`config.mk`:
```
export PLATFORM = sky130hd
export DESIGN_NAME = dmem_arbiter
export DESIGN_NICKNAME = d
export VERILOG_FILES = /design/src/rtl/dmem_arbiter.sv
export SDC_FILE = /design/constraint.sdc
export NUM_CORES = 1
export LEC_CHECK = 0
export BUFFER_PORTS_ARGS = -buffer_cell sky130_fd_sc_hd__buf_2
export CAP_MARGIN = 20
export CORE_AREA = 2 2 119 121
export CTS_CLUSTER_DIAMETER = 150
export DETAILED_ROUTE_END_ITERATION = 16
export DIE_AREA = 0 0 121 123
export SLEW_MARGIN = 0
export SYNTH_ARGS = -nofsm -noshare
export SYNTH_HDL_FRONTEND = slang
export SYNTH_SLANG_ARGS = --single-unit
```
`constraint.sdc`:
```
create_clock -name clk -period 2.6 [get_ports clk]
set_clock_uncertainty 0.15 [all_clocks]
set_input_delay 0.13 -clock clk [delete_from_list [all_inputs] [get_ports clk]]
set_output_delay 0.13 -clock clk [all_outputs]
set_load 0.005 [all_outputs]
```
`src/rtl/dmem_arbiter.sv`:
```
// dmem_arbiter: shares the single-ported data memory between the MIPS
// pipeline (port 0) and the AES engine (port 1). Round-robin arbitration,
// locked bursts bounded by MAX_BURST, and address-range error reporting.
module dmem_arbiter #(
   parameter int ADDR_W    = 32,
   parameter int DATA_W    = 32,
   parameter int MEM_WORDS = 384,
   parameter int MAX_BURST = 8
) (
   input  logic              clk,
   input  logic              reset,
   input  logic              m0_req,
   input  logic              m0_we,
   input  logic              m0_lock,
   input  logic [ADDR_W-1:0] m0_addr,
   input  logic [DATA_W-1:0] m0_wdata,
   input  logic              m1_req,
   input  logic              m1_we,
   input  logic              m1_lock,
   input  logic [ADDR_W-1:0] m1_addr,
   input  logic [DATA_W-1:0] m1_wdata,
   output logic              m0_gnt,
   output logic              m1_gnt,
   output logic              m0_rvalid,
   output logic              m1_rvalid,
   output logic [DATA_W-1:0] m0_rdata,
   output logic [DATA_W-1:0] m1_rdata,
   output logic              m0_err,
   output logic              m1_err,
   output logic              mem_we,
   output logic              mem_re,
   output logic [ADDR_W-1:0] mem_addr,
   output logic [DATA_W-1:0] mem_wdata,
   input  logic [DATA_W-1:0] mem_rdata
);

   typedef enum logic [1:0] {S_IDLE, S_OWN0, S_OWN1} state_t;

   localparam int                BCNT_W      = $clog2(MAX_BURST + 1);
   localparam logic [BCNT_W-1:0] BCNT_MAX    = BCNT_W'(MAX_BURST);
   localparam logic [BCNT_W-1:0] BCNT_ONE    = BCNT_W'(1);
   localparam logic [ADDR_W-1:0] WORDS_LIMIT = ADDR_W'(MEM_WORDS);
   // With MAX_BURST=1 a lock can never extend past its own grant.
   localparam bit                LOCK_EN     = (MAX_BURST > 1);

   state_t              state_q, state_d;
   logic                last_q, last_d;
   logic [BCNT_W-1:0]   bcnt_q, bcnt_d;
   logic [BCNT_W-1:0]   bcnt_inc;

   logic                m0_rvalid_q, m0_rvalid_d;
   logic                m1_rvalid_q, m1_rvalid_d;
   logic [DATA_W-1:0]   m0_rdata_q, m0_rdata_d;
   logic [DATA_W-1:0]   m1_rdata_q, m1_rdata_d;
   logic                m0_err_q, m0_err_d;
   logic                m1_err_q, m1_err_d;

   logic                gnt0, gnt1, any_gnt;
   logic                sel_we;
   logic [ADDR_W-1:0]   sel_addr;
   logic [DATA_W-1:0]   sel_wdata;
   logic                sel_err;
   logic [DATA_W-1:0]   resp_data;

   // Misaligned or beyond the implemented words: granted but never issued.
   function automatic logic addr_err(input logic [ADDR_W-1:0] a);
      return (a[1:0] != 2'b00) || ({2'b00, a[ADDR_W-1:2]} >= WORDS_LIMIT);
   endfunction

   assign bcnt_inc = bcnt_q + BCNT_ONE;

   // Arbitration: owner continues its burst, otherwise round-robin over requesters.
   always_comb begin
      gnt0    = 1'b0;
      gnt1    = 1'b0;
      state_d = state_q;
      last_d  = last_q;
      bcnt_d  = bcnt_q;
      if (state_q == S_OWN0 && m0_req) begin
         gnt0   = 1'b1;
         last_d = 1'b0;
         bcnt_d = bcnt_inc;
         if (!m0_lock || bcnt_inc == BCNT_MAX) begin
            state_d = S_IDLE;
            bcnt_d  = '0;
         end
      end else if (state_q == S_OWN1 && m1_req) begin
         gnt1   = 1'b1;
         last_d = 1'b1;
         bcnt_d = bcnt_inc;
         if (!m1_lock || bcnt_inc == BCNT_MAX) begin
            state_d = S_IDLE;
            bcnt_d  = '0;
         end
      end else begin
         // Idle, or the owner dropped its request: ownership ends this cycle.
         state_d = S_IDLE;
         bcnt_d  = '0;
         if (m0_req && (!m1_req || last_q)) begin
            gnt0   = 1'b1;
            last_d = 1'b0;
            if (m0_lock && LOCK_EN) begin
               state_d = S_OWN0;
               bcnt_d  = BCNT_ONE;
            end
         end else if (m1_req) begin
            gnt1   = 1'b1;
            last_d = 1'b1;
            if (m1_lock && LOCK_EN) begin
               state_d = S_OWN1;
               bcnt_d  = BCNT_ONE;
            end
         end
      end
      if (reset) begin
         gnt0 = 1'b0;
         gnt1 = 1'b0;
      end
   end

   // Memory drive from the granted port; blanked when idle or on error.
   always_comb begin
      any_gnt   = gnt0 | gnt1;
      sel_we    = gnt0 ? m0_we    : m1_we;
      sel_addr  = gnt0 ? m0_addr  : m1_addr;
      sel_wdata = gnt0 ? m0_wdata : m1_wdata;
      sel_err   = addr_err(sel_addr);
      mem_we    = any_gnt & sel_we & ~sel_err;
      mem_re    = any_gnt & ~sel_we & ~sel_err;
      mem_addr  = (any_gnt && !sel_err) ? sel_addr  : '0;
      mem_wdata = (any_gnt && !sel_err) ? sel_wdata : '0;
      resp_data = (!sel_err && !sel_we) ? mem_rdata : '0;
   end

   // Response capture: granted port loads result, the other holds its last value.
   always_comb begin
      m0_rvalid_d = gnt0;
      m1_rvalid_d = gnt1;
      m0_rdata_d  = gnt0 ? resp_data : m0_rdata_q;
      m1_rdata_d  = gnt1 ? resp_data : m1_rdata_q;
      m0_err_d    = gnt0 ? sel_err   : m0_err_q;
      m1_err_d    = gnt1 ? sel_err   : m1_err_q;
   end

   // State and response registers; reset drops any ownership and pending rvalid.
   always_ff @(posedge clk) begin
      if (reset) begin
         state_q     <= S_IDLE;
         last_q      <= 1'b1;
         bcnt_q      <= '0;
         m0_rvalid_q <= 1'b0;
         m1_rvalid_q <= 1'b0;
         m0_rdata_q  <= '0;
         m1_rdata_q  <= '0;
         m0_err_q    <= 1'b0;
         m1_err_q    <= 1'b0;
      end else begin
         state_q     <= state_d;
         last_q      <= last_d;
         bcnt_q      <= bcnt_d;
         m0_rvalid_q <= m0_rvalid_d;
         m1_rvalid_q <= m1_rvalid_d;
         m0_rdata_q  <= m0_rdata_d;
         m1_rdata_q  <= m1_rdata_d;
         m0_err_q    <= m0_err_d;
         m1_err_q    <= m1_err_d;
      end
   end

   assign m0_gnt    = gnt0;
   assign m1_gnt    = gnt1;
   assign m0_rvalid = m0_rvalid_q;
   assign m1_rvalid = m1_rvalid_q;
   assign m0_rdata  = m0_rdata_q;
   assign m1_rdata  = m1_rdata_q;
   assign m0_err    = m0_err_q;
   assign m1_err    = m1_err_q;

endmodule

```
; Word level (Yosys, flattened, before mapping)
; Index checks and enable logic that the tools add are counted.
[classes]
add_sub_neg = 1
mul = 0
div = 0
order_cmp = 1
n_eq_ne = 5
shift = 0
mux = 35
bitwise = 7
n_reduce_logical = 17
[op_table]
columns = cell, n
row1 = $mux W32, 5
row2 = $ge A30 B9 Y1 const B, 1
row3 = $mux W4, 5
row4 = $mux W1, 18
row5 = $mux W2, 7
row6 = $logic_and A1 B1 Y1, 5
row7 = $logic_not A1 Y1, 5
row8 = $add A4 B1 Y4 const B, 1
row9 = $and A1 B1 Y1, 4
row10 = $eq A4 B4 Y1 const B, 1
row11 = $logic_or A1 B1 Y1, 4
row12 = $reduce_bool A4 Y1, 1
row13 = $ne A3 B2 Y1 const B, 1
row14 = $eq A2 B1 Y1 const B, 1
row15 = $eq A2 B2 Y1 const B, 1
row16 = $ne A2 B1 Y1 const B, 1
row17 = $not A1 Y1, 2
row18 = $reduce_and A2 Y1, 1
row19 = $reduce_bool A2 Y1, 1
row20 = $or A1 B1 Y1, 1
[word_totals]
reg_bits = 75
latch_bits = 0
ram_bits = 0
rom_bits = 0
word_cells = 75
n_memories = 0

; Longest topological paths before layout
[depth]
word_depth = 13
ltp_mapped = 9
mapped_depth_nobuf = 6

; Worst setup path before layout
; OpenSTA, ideal clock, no wires.
[synth_path]
kind = register to register
from = reg state_q[0]
to = reg m1_rdata_q[0], in the netlist m1_rdata[0]
setup_ns = 0.117
arrival_ns = 1.637
required_time_ns = 2.333
path_slack_ns = 0.696
path_stages_with_launch = 9
n_path_buf = 3
cell_sequence = dfxtp_1 > nor2b_2 > o311ai_2 > buf_4 > and3_1 > a22o_1 > buf_6 > buf_6 > a32o_1
[synth_between]
elab_chain_cells = 11
word_cells_on_any_way = 19
[synth_lines]
columns = item, line
row1 = from (decl), 46  ; state_t state_q, state_d;
row2 = from (signal assigned), 158  ; state_q <= state_d;
row3 = $eq A2 B2 Y1, 87  ; end else if (state_q == S_OWN1 && m1_req) begin
row4 = $logic_and A1 B1 Y1, 87
row5 = $mux W1, 87
row6 = $mux W1, 79  ; if (state_q == S_OWN0 && m0_req) begin
row7 = $mux W1, 115  ; if (reset) begin
row8 = $mux W32, 125  ; sel_addr = gnt0 ? m0_addr : m1_addr;
row9 = $ge A30 B9 Y1 / $reduce_bool A2 Y1 (equally long branches), 67  ; return (a[1:0] != 2'b00) || ({2'b00, a[ADDR_W-1:2]} >= WORDS_LIMIT);
row10 = $logic_or A1 B1 Y1, 67
row11 = $logic_not A1 Y1, 132  ; resp_data = (!sel_err && !sel_we) ? mem_rdata : '0;
row12 = $logic_and A1 B1 Y1, 132
row13 = $mux W32, 132
row14 = to (signal assigned), 164  ; m1_rdata_q <= m1_rdata_d;
row15 = to (decl), 54  ; logic [DATA_W-1:0] m1_rdata_q, m1_rdata_d;
; Several ways; a longest one is shown, not always the timed one.
; A chain may end at the register's enable or synchronous reset.

; Final worst setup path
[layout_path]
from = reg state_q[0]
to = out mem_wdata[3]
[layout_between]
elab_chain_cells = 11
word_cells_on_any_way = 19
[layout_lines]
columns = item, line
row1 = $eq A2 B2 Y1, 87
row2 = $logic_and A1 B1 Y1, 87
row3 = $mux W1, 87
row4 = $mux W1, 79
row5 = $mux W1, 115
row6 = $mux W32, 125
row7 = $ge A30 B9 Y1 / $reduce_bool A2 Y1 (equally long branches), 67
row8 = $logic_or A1 B1 Y1, 67
row9 = $logic_not A1 Y1, 131  ; mem_wdata = (any_gnt && !sel_err) ? sel_wdata : '0;
row10 = $logic_and A1 B1 Y1, 131
row11 = $mux W32 *, 131
row12 = to (decl), 33  ; output logic [DATA_W-1:0] mem_wdata,
; Mark *: on every way between the ends. The rest lies on a longest branch, timed or not.

==> results by group <==
Floorplan
  • I/O pin cnt: 304
  • Die height: 123 um
  • Die Area: 0.0149 sq mm
  • Initial Util: 25.6%
  • Die X: 121 um
  • Row cnt: 43
  • Core region area: 0.0136 sq mm

Synthesis
  • Post-synth top flop: dfxtp_1
  • Count leader, synth: nand2_1
  • Synth Area in Compound Gates: 27.2%
  • Async S/R FF share, synth: 0%
  • Synth unique cells: 42
  • Flops & latches, synth: 75
  • Post-synthesis cell area: 0.00349 sq mm
  • Main combinational cell family by area after synthesis: compound AO/OA/AOI/OAI gates
  • Synth warn: 0
  • Synth Area in Adders: 0.717%
  • Top-area cell type share of the netlist area: 43.0%
  • Mean post-synth cell area: 8.56 sq um
  • Largest cells by area after synthesis: dfxtp_1 43%, nand2_1 10%, a32o_1 9.2%
  • Simple-gate share of the synthesized area: 17.7%
  • Seq/Total Area, Yosys: 43.0%
  • Post-synthesis mux area share: 0%
  • Synthesized instance count: 408
  • XOR/XNOR Fraction of Synth Area: 0.502%
  • Post-synth EDFFs: 0
  • Top cells by count, synth: 96 x nand2_1, 75 x dfxtp_1, 45 x a21oi_1
  • Post-synth top area cell: dfxtp_1

Routing
  • Vias per Instance: 4.60
  • Via count: 4128
  • DRT Wirelength: 14200 um
  • TritonRoute pass-1 iters: 4
  • Initial DRC Count: 202
  • Residual DRC count: 0
  • Drt wl/cell: 15.8 um
  • Detail Route Antenna Nets: 0

STA
  • Fin. max-slew vios: 0
  • Tmin final: 2.52 ns
  • Worst rel slew slack: 54.2%
  • Final setup viols: 0
  • Final hold slack: 0.0175 ns
  • RSZ-0062 raised after global routing: true
  • Final worst setup slack: 0.0791 ns
  • Endpoints failing hold: 0
  • FMAX: 0.397 GHz
  • Final period util: 97.0%
  • Slew @ Worst Pin: 0.687 ns

Worst setup path
  • R2r setup slk: 0.40 ns
  • Worst EP required: 2.32 ns
  • Crit path kind: flop to primary output
  • CP endpoint kind: primary output
  • CP max stage delay: 0.53 ns
  • Crit path DAT: 2.24 ns
  • CP Cell Sequence: nor2b_4 -> o311ai_4 -> nor4_1 -> buf_4 -> o22ai_4 -> a21oi_1 -> buf_2
  • R2r startpoint: state_q[0]
  • Crit path from: state_q[0]
  • Slowest-stage cell, CP: o22ai_4
  • Startpoint types: flop
  • Worst-path maximum fanout: 21

Global route
  • Largest net degree at the start of global routing: 46
  • Initial antenna violation count: 0
  • GR Util All Layers: 17.5%
  • Global-route wire length before repair: 20200 um
  • Vias in the first global route: 3913
  • Grt ovf: 0

Power and ir drop
  • Peak VDD IR: 0.210 mV
  • Lkg Pwr: 2.92 nW
  • Cell Pwr Density: 464 mW/mm^2
  • Pwr Total: 2.63 mW

Clock tree
  • Max clock buf depth: 2
  • CTS Sinks: 75
  • CTS root buf: clkbuf_16
  • Total CTS buffers: 9
  • CTS tree: built
  • Clk Latency, worst-skew pair: 0.33 ns
  • CTS clk-pin slew, worst paths: 0.06 ns
  • H-tree level count: 3

Layout
  • ANT cells: 0
  • Layout Cell Area excl Fill: 0.00567 sq mm
  • Ratio of cells with drive above 1 in the final layout: 44.9%
  • Filler Cells Inserted: 1407
  • Final net count: 882
  • Layout Cells excl Fill: 897
  • Area delta synth->final: 62.5%

Placement
  • Post-place setup slack: -0.0483 ns
  • Routability cong.: 0.816
  • Post-DP Area: 0.00497 sq mm
  • Buffers on Ports: 280
  • Detailed Place HPWL: 10100 um
  • Placed Cells: 843

Job
  • Max-Cap Viols: 0

Run status
  • Status: finished, final reports clean

Hold path
  • HP Class: input pin to flop
  • Hold path start: m0_lock
-- worst max-delay path, delay by kind of cell, from the launching register on --
family,cells,cell delay [ns]
flip-flops,1,0.32
buffers and inverters,2,0.36
AND/OR/NAND/NOR,2,0.26
AO/OA/AOI/OAI,3,0.96
-- area by class of cell --
type | count | area, sq um | area share, %
repair buffers | 325 | 1860 | 32.7
inverters | 6 | 22.5 | 0.397
flip-flops and latches | 75 | 1500 | 26.5
well taps | 180 | 225 | 3.97
multi-input cells | 295 | 1800 | 31.7
clock inverters | 6 | 41.3 | 0.728
clock buffers | 10 | 229 | 4.04
-- registers in the layout (all words and copies together), names as in the netlist --
name and count:
m0_rdata 32, m1_rdata 32, bcnt_q 4, state_q 2, last_q 1, m0_err 1
m0_rvalid 1, m1_err 1, m1_rvalid 1
-- routing by layer --
metal	share of wire (%)	wire length, um	global-route usage, %
met5	0	0	0
met1	41	5770	20.3
met2	50	7130	32.2
met3	7.0	996	2.68
met4	1.8	256	6.61
-- cells by family (layout without fill, tap and decap cells) --
kind of cell | after synthesis | after routing
buffers and inverters | 62 | 347
AOI/OAI and AO/OA | 125 | 127
DFF | 75 | 75
and+or+nand+nor | 141 | 141
xor gates and xnor gates | 2 | 2
other | 1 | 23
adders and majority gates | 2 | 2
-- placed cells by master, fill, tap and decap left out, types with 3 or more instances in the layout --
master and count:
inv_1 5, and3_1 3, a21oi_2 3, clkinvlp_4 3, buf_2 280, nor2_1 8
nand3_1 4, conb_1 23, nor3_1 4, buf_4 7, clkbuf_16 9, dlygate4sd3_1 35
nor4_1 9, dfxtp_1 74, nand2_1 96, a22o_1 33, a21oi_1 42, a32o_1 32
-- worst paths after layout --
kind                  endpoint  cells past startpoint
setup / recovery  mem_wdata[3]                      7
setup reg to reg  m1_rdata[24]                      7
hold / removal      state_q[0]                      4
hold reg to reg         m0_err                      2
-- per-stage QoR --
step | setup TNS, ns | util (%)
global placement | 0 | 36.5
floorplan | 0 | -
CTS | -0.531 | 41.4
global route | -0.0849 | 41.7
finish | 0 | 41.7
detailed placement | -0.0483 | 36.5
-- report_power, final --
group | leakage [nW] | switching [mW] | internal [mW]
Combinational | 2.19 | 0.176 | 0.171
Clock | 0.125 | 0.472 | 0.645
Sequential | 0.606 | 0.00756 | 1.16
Total | 2.92 | 0.656 | 1.97
-- what timing repair did --
action	CTS	global route
hold endpoints to repair	67	0
endpoints found under the setup margin	43	43
hold buffers	35	0
gates resized for setup	6	5
setup buffers	0	1
pin swaps	1	2
cloned	1	1
(Power assumes the default switching activity.)
